[src/rtl/output_argmax.sv]
// Classifier back end: captures the tile's class scores on a done pulse, scans them one per
// cycle for the signed maximum and offers the winning index/value over valid/ready.
module output_argmax #(
  parameter int unsigned OUTPUT_SZ = 10,
  parameter int unsigned DATA_W    = 32,
  parameter int unsigned CNT_W     = 16,
  localparam int unsigned IDX_W    = $clog2(OUTPUT_SZ)
) (
  input  logic                               i_clk,
  input  logic                               i_rst,
  input  logic                               i_done,
  input  logic [OUTPUT_SZ-1:0][DATA_W-1:0]   i_result,
  input  logic                               i_out_ready,
  output logic                               o_out_valid,
  output logic [IDX_W-1:0]                   o_digit,
  output logic [DATA_W-1:0]                  o_max_val,
  output logic                               o_busy,
  output logic                               o_overrun,
  output logic [CNT_W-1:0]                   o_img_count
);

  localparam logic [IDX_W-1:0] LAST_IDX = IDX_W'(OUTPUT_SZ - 1);

  typedef enum logic [1:0] {S_IDLE, S_SCAN, S_OUT} state_e;

  state_e                           r_state, w_state_next;
  logic [OUTPUT_SZ-1:0][DATA_W-1:0] r_res;
  logic [DATA_W-1:0]                r_best_val;
  logic [IDX_W-1:0]                 r_best_idx;
  logic [IDX_W-1:0]                 r_idx;
  logic                             r_overrun;
  logic [CNT_W-1:0]                 r_img_count;

  logic              w_accept;
  logic              w_handshake;
  logic [DATA_W-1:0] w_cur;
  logic              w_better;

  always_comb begin
    w_state_next = r_state;
    w_accept     = 1'b0;
    w_handshake  = 1'b0;
    unique case (r_state)
      S_IDLE: begin
        if (i_done) begin
          w_accept     = 1'b1;
          w_state_next = S_SCAN;
        end
      end
      S_SCAN: begin
        if (r_idx == LAST_IDX) w_state_next = S_OUT;
      end
      S_OUT: begin
        if (i_out_ready) begin
          w_handshake  = 1'b1;
          w_state_next = S_IDLE;
        end
      end
      default: w_state_next = S_IDLE;
    endcase
  end

  always_ff @(posedge i_clk or posedge i_rst) begin
    if (i_rst) r_state <= S_IDLE;
    else       r_state <= w_state_next;
  end

  // Strict signed compare keeps the earliest index on ties.
  assign w_cur    = r_res[r_idx];
  assign w_better = $signed(w_cur) > $signed(r_best_val);

  always_ff @(posedge i_clk or posedge i_rst) begin
    if (i_rst) begin
      r_res       <= '0;
      r_best_val  <= '0;
      r_best_idx  <= '0;
      r_idx       <= '0;
      r_overrun   <= 1'b0;
      r_img_count <= '0;
    end else begin
      if (i_done && (r_state != S_IDLE)) r_overrun <= 1'b1;
      if (w_handshake) r_img_count <= r_img_count + CNT_W'(1);
      if (w_accept) begin
        r_res      <= i_result;
        r_best_val <= i_result[0];
        r_best_idx <= '0;
        r_idx      <= IDX_W'(1);
      end else if (r_state == S_SCAN) begin
        if (w_better) begin
          r_best_val <= w_cur;
          r_best_idx <= r_idx;
        end
        r_idx <= r_idx + IDX_W'(1);
      end
    end
  end

  assign o_out_valid = (r_state == S_OUT);
  assign o_busy      = (r_state != S_IDLE);
  assign o_digit     = r_best_idx;
  assign o_max_val   = r_best_val;
  assign o_overrun   = r_overrun;
  assign o_img_count = r_img_count;

endmodule

[config.mk]
export PLATFORM = sky130hd
export DESIGN_NAME = output_argmax
export DESIGN_NICKNAME = d
export VERILOG_FILES = /design/src/rtl/output_argmax.sv
export SDC_FILE = /design/constraint.sdc
export NUM_CORES = 1
export LEC_CHECK = 0
export ABC_AREA = 1
export BUFFER_PORTS_ARGS = -buffer_cell sky130_fd_sc_hd__buf_2
export CAP_MARGIN = 20
export CORE_MARGIN = 10
export CORE_UTILIZATION = 55
export CTS_CLUSTER_DIAMETER = 200
export DETAILED_ROUTE_END_ITERATION = 6
export PLACE_DENSITY_LB_ADDON = 0.25
export SYNTH_ARGS = -nofsm -noshare
export SYNTH_HDL_FRONTEND = slang
export SYNTH_SLANG_ARGS = --single-unit
[constraint.sdc]
create_clock -name i_clk -period 13.9 [get_ports i_clk]
set_input_delay 2.085 -clock i_clk [delete_from_list [all_inputs] [get_ports i_clk]]
set_output_delay 2.085 -clock i_clk [all_outputs]
set_load 0.03 [all_outputs]
# Word-level counts from Yosys, hierarchy flattened
# Index checks and enable logic that the tools add are counted.
classes:
  addsub: 2
  multipliers: 0
  div: 0
  magnitude_cmp: 2
  n_eq_ne: 6
  shift: 0
  n_mux: 18
  bitwise_logic: 0
  reduce_logical: 7
op_table:
  columns: ["op", "n"]
  rows:
  - ["32-bit binary-select mux with 4-bit select", 1]
  - ["32-bit two-way mux", 4]
  - ["32-bit greater-than comparator", 1]
  - ["4-bit two-way mux", 5]
  - ["16-bit by 1-bit adder with 16-bit output, second input constant", 1]
  - ["2-bit two-way mux", 3]
  - ["2-bit != test, second input constant", 3]
  - ["2-bit one-hot mux with 3 select lines", 1]
  - ["2-bit nonzero test", 3]
  - ["4-bit by 5-bit < comparator with 1-bit output, second input constant", 1]
  - ["4-bit by 1-bit adder with 4-bit output, second input constant", 1]
  - ["4-bit equality test, second input constant", 1]
  - ["1-bit two-way mux", 4]
  - ["3-bit AND reduction", 1]
  - ["2-bit by 1-bit equality test with 1-bit output, second input constant", 1]
  - ["2-bit equality test, second input constant", 1]
  - ["2-bit zero test", 1]
  - ["2-bit AND reduction", 1]
  - ["1-bit logical AND", 1]
totals:
  ff_bits: 379
  latchBits: 0
  ramBits: 0
  rom_bits: 0
  input_bits: 324
  output_inout_bits: 55
  wordCells: 51
  memories: 0

# Logic depth before layout (Yosys ltp)
logic_depth:
  word_depth: 6
  ltp_mapped: 27
  depth_no_buf: 24

# Worst setup path before layout
# Ideal clock, no wire load.
synth_path:
  path_kind: "input -> register"
  start: "input port i_out_ready"
  end: "register r_img_count[14] (netlist: o_img_count[14])"
  setup_ns: 0.080
  arrival_time_ns: 3.129
  required_time_ns: 13.820
  slack_ns: 10.691
  cell_stages: 9
  n_path_buf: 0
  cell_sequence: "nand3_1 nor2_1 nand3_1 nor2_1 nand2_1 nor2_1 nand2_1 nor2_1 xor2_1"
synth_between:
  elab_chain_cells: 2
synth_lines:
  columns: ["item", "line_no", "source"]
  rows:
  - ["start: declaration", "13", "input logic i_out_ready,"]
  - ["1-bit two-way mux", "54", "if (i_out_ready) begin"]
  - ["1-bit two-way mux", "43", "unique case (r_state)"]
  - ["end signal: assignment", "82", "if (w_handshake) r_img_count <= r_img_count + CNT_W'(1);"]
  - ["end: declaration", "32", "logic [CNT_W-1:0] r_img_count;"]
# No other way between the ends.
# A chain may end at the register's enable or synchronous reset.

# Worst setup path after layout
layout_path:
  start: "register r_idx[0]"
  end: "register r_best_val[31] (netlist: o_max_val[31])"
layout_between:
  elab_chain_cells: 5
  word_cells_on_any_way: 8
  cone_classes: "order compare (1); mux (5); reduce/logical (2)"
layout_lines:
  columns: ["item", "line_no", "source"]
  rows:
  - ["start: declaration", "30", "logic [IDX_W-1:0] r_idx;"]
  - ["start signal: assignment", "93", "r_idx <= r_idx + IDX_W'(1);"]
  - ["32-bit binary-select mux with 4-bit select (*)", "69", "assign w_cur = r_res[r_idx];"]
  - ["32-bit two-way mux (not written as such) (*)", "69", null]
  - ["32-bit greater-than comparator or 32-bit two-way mux (tied branches)", "70, 89", null]
  - ["2-bit nonzero test (no line) or 32-bit two-way mux (tied branches)", null, null]
  - ["2-bit AND reduction (no line) or 32-bit two-way mux (tied branches)", null, null]
  - ["end signal: assignment", "85", "r_best_val <= i_result[0];"]
  - ["end signal: assignment", "90", "r_best_val <= w_cur;"]
  - ["end: declaration", "28", "logic [DATA_W-1:0] r_best_val;"]
# Mark *: on every way between the ends. The rest lies on a longest branch, timed or not. The select of a mux whose other input is x is not followed.

==> impl_metrics.tcl <==
set metrics [dict create \
    status "complete, no violations" \
    io_buffers 378 \
    core_um2 32620 \
    p_clk_frac 0.195 \
    cts_tree "built" \
    regArea_um2 9492 \
    drive_above_1_share 0.1781 \
    power.density_nw_per_um2 258.1 \
    drc 0 \
    synth_ff_type "dfrtp_1" \
    worstPathArrival_ps 5690 \
    hold_buffers 0 \
    synth.cell_area_um2 18230 \
    routed_wl_mm 56.33 \
    cts-htree-levels 2 \
    cts_resized 0 \
    hold_viol 0 \
    vias 16420 \
    slew_headroom 0.2446 \
    synth-warning-count 0 \
    synth_top_area_frac 0.5202 \
    grt_pass1_vias 16460 \
    critical-path-top-delay-family "simple AND/OR/NAND/NOR gates" \
    io_pins 379 \
    drv_cap 0 \
    ys_types 33 \
    die_y_um 202.1 \
    p_total_mw 5.567 \
    clockRootBuffer "clkbuf_16" \
    dp_hpwl_mm 39.58 \
    cp-start-kind "flop" \
    setup_viol 0 \
    p_leak_nw 11.69 \
    syn-num-nets 2664 \
    path_clk_slew_ps 60 \
    swShare 0.4436 \
    period_needed_ps 5231 \
    drt_iter0_markers 1377 \
    syn_area_per_cell_um2 7.909 \
    dp.cells 2996 \
    period_share 0.3763 \
    worst-path-buf-inv 1 \
    clk_path_buf_depth 3 \
    place_congestion 0.9203 \
    p_comb_frac 0.464 \
    hp-class "flop to flop" \
    cpMostUsedCell "nand2_1" \
    multi_input_area_um2 7480 \
    grt_pass1_wl_mm 87.88 \
    grt_overflow 0 \
    synth_top_area_cell "dfrtp_1" \
    pwr-share-seq 0.341 \
    cp_slowest_cell "dfrtp_4" \
    grt_use_total 0.2673 \
    finClkSkew_ps 24.90 \
    synth_cells 2305 \
    grt_start_max_net_pins 247 \
    numCtsBuffers 40 \
    vias_per_cell 5.345 \
    cp-end-kind "flop" \
    synth_edf_count 0 \
    final_cells 3071 \
    slowest_delay_ps 820 \
    final_common_cell "nand2_1" \
    rows 66 \
    clkLatencyLatePin_ps 540 \
    firstDrtPassIters 6 \
    final_nets 2955 \
    worstPathMaxFanout 79 \
    max-vdd-ir-drop_mv 0.1987 \
    post_cts_buffers 0 \
    tightest_slew_ps 1133 \
    fin_tns_setup_ps 0 \
    ys_async_sr_fraction 1.000 \
    wl_per_cell_um 18.34 \
    area_growth_pct 18.30 \
    ys_top_cells_by_area "dfrtp_1 (52%), nand2_1 (20%), o21ai_0 (5.9%)" \
    cts.sinks 379 \
    fillers 2807 \
    final_cell_mix "nand2_1 (960), buf_2 (378), dfrtp_1 (377), o21ai_0 (215), inv_1 (177)" \
    worst-setup-path-type "flop to flop" \
    cp.required_ps 14360 \
    intPower_mw 3.097 \
    start_util 0.5589 \
    path_cells "buf_4 -> a21oi_1 -> o21ai_0 -> nand3_1 -> nand3_1 -> o21ai_0 -> ha_1 -> nand2_1 -> nor2_1 -> nand2_1 -> nor4_2 -> nand2_1 -> nand3_2 -> nand3_4 -> nand2_2 -> nand2_1 -> nand2_1" \
    final_antenna_net_count 0 \
    ys_ff_latch 379 \
    ys_seq_area_frac 0.5202 \
    switchingPower_mw 2.470 \
    dieArea_um2 40830 \
    antenna_found_initial 1 \
    rsz0062_at_grt "false" \
    die_w_um 202.1 \
    fin_util 0.6612 \
    slew_violations 0 \
    fmax_ghz 0.1912 \
]
[final timing paths]
path	cells after the start	start	slack [ps]	endpoint
hold reg to reg	2	r_res[145]$_DFFE_PP0P_	460	r_res[145]$_DFFE_PP0P_
setup reg to reg	17	r_idx[0]$_DFFE_PP0P_	8670	o_max_val[31]$_DFFE_PP0P_
setup / recovery	17	r_idx[0]$_DFFE_PP0P_	8670	o_max_val[31]$_DFFE_PP0P_
min in group asynchronous	2	i_rst	1680	r_res[167]$_DFFE_PP0P_
max in group asynchronous	5	i_rst	9210	r_idx[0]$_DFFE_PP0P_
hold / removal	2	r_res[145]$_DFFE_PP0P_	460	r_res[145]$_DFFE_PP0P_
[sequential cells by signal (all words and copies together), names as in the netlist]
name / flops
o_digit: 4
o_img_count: 16
o_max_val: 32
o_overrun: 1
r_idx: 4
r_res: 320
r_state: 2
[power by group through the flow]
stage	clock network, mW	logic [mW]	registers, mW
6_report	1.09	2.58	1.90
5_1_grt	1.14	2.94	1.95
4_1_cts	1.10	2.58	1.89
3_5_place_dp	0	2.56	1.91
3_3_place_gp	0	2.49	1.89
2_1_floorplan	0	1.85	1.91
[cell families after synthesis]
family / synth area share
adder cells (fa/ha/maj): 0.02402
multiplexers: 0.01764
XOR/XNOR: 0.006726
buffers and inverters: 0.06993
AO/OA/AOI/OAI: 0.1137
AND/OR/NAND/NOR: 0.2478
flip-flops: 0.5202
[layout make-up]
class                   count  area share
flip-flops and latches    379      0.4401
clock buffers              62     0.05633
inverters                 181     0.03220
clock inverters            11    0.005511
multi-input cells        1602      0.3468
repair buffers            392     0.09317
well taps                 442     0.02564
diodes                      2   0.0002321
[stage by stage]
| step | setup slack [ps] | instance area (um^2) | hold slack, ps |
|---|---|---|---|
| floorplan | 1286 | 18230 | 436.6 |
| global placement | 8558 | 20230 | 448.1 |
| detailed placement | 8425 | 20230 | 452.8 |
| CTS | 8743 | 21560 | 468.1 |
| global route | 8233 | 21560 | 481.3 |
| finish | 8669 | 21570 | 464.7 |
[cells in the mapped netlist (2+ instances only)]
| library cell | number |
|---|---|
| nand2_1 | 960 |
| dfrtp_1 | 379 |
| o21ai_0 | 215 |
| inv_1 | 178 |
| nand3_1 | 136 |
| clkbuf_1 | 89 |
| a21oi_1 | 79 |
| o211ai_1 | 63 |
| buf_2 | 35 |
| ha_1 | 35 |
| mux2i_1 | 31 |
| nor2_1 | 28 |
| buf_1 | 15 |
| o21ai_1 | 15 |
| nand4_1 | 7 |
| xnor2_1 | 7 |
| xor2_1 | 7 |
| buf_4 | 4 |
| nor3_1 | 4 |
| a21o_1 | 2 |
| inv_2 | 2 |
| nand2_2 | 2 |
| o21a_1 | 2 |
[metal layers]
metal / global-route usage / wire [um]
met2: 0.4520 / 27460
met1: 0.3243 / 22410
met3: 0.06061 / 4202
met4: 0.1087 / 2261
met5: 0 / 0
[worst min-delay path, stage by stage, from the launching register on]
cell and delay (ps):
dfrtp_1 340, nand2_1 50, nand2_1 50
No activity file was read; power rests on OpenSTA's default activity.
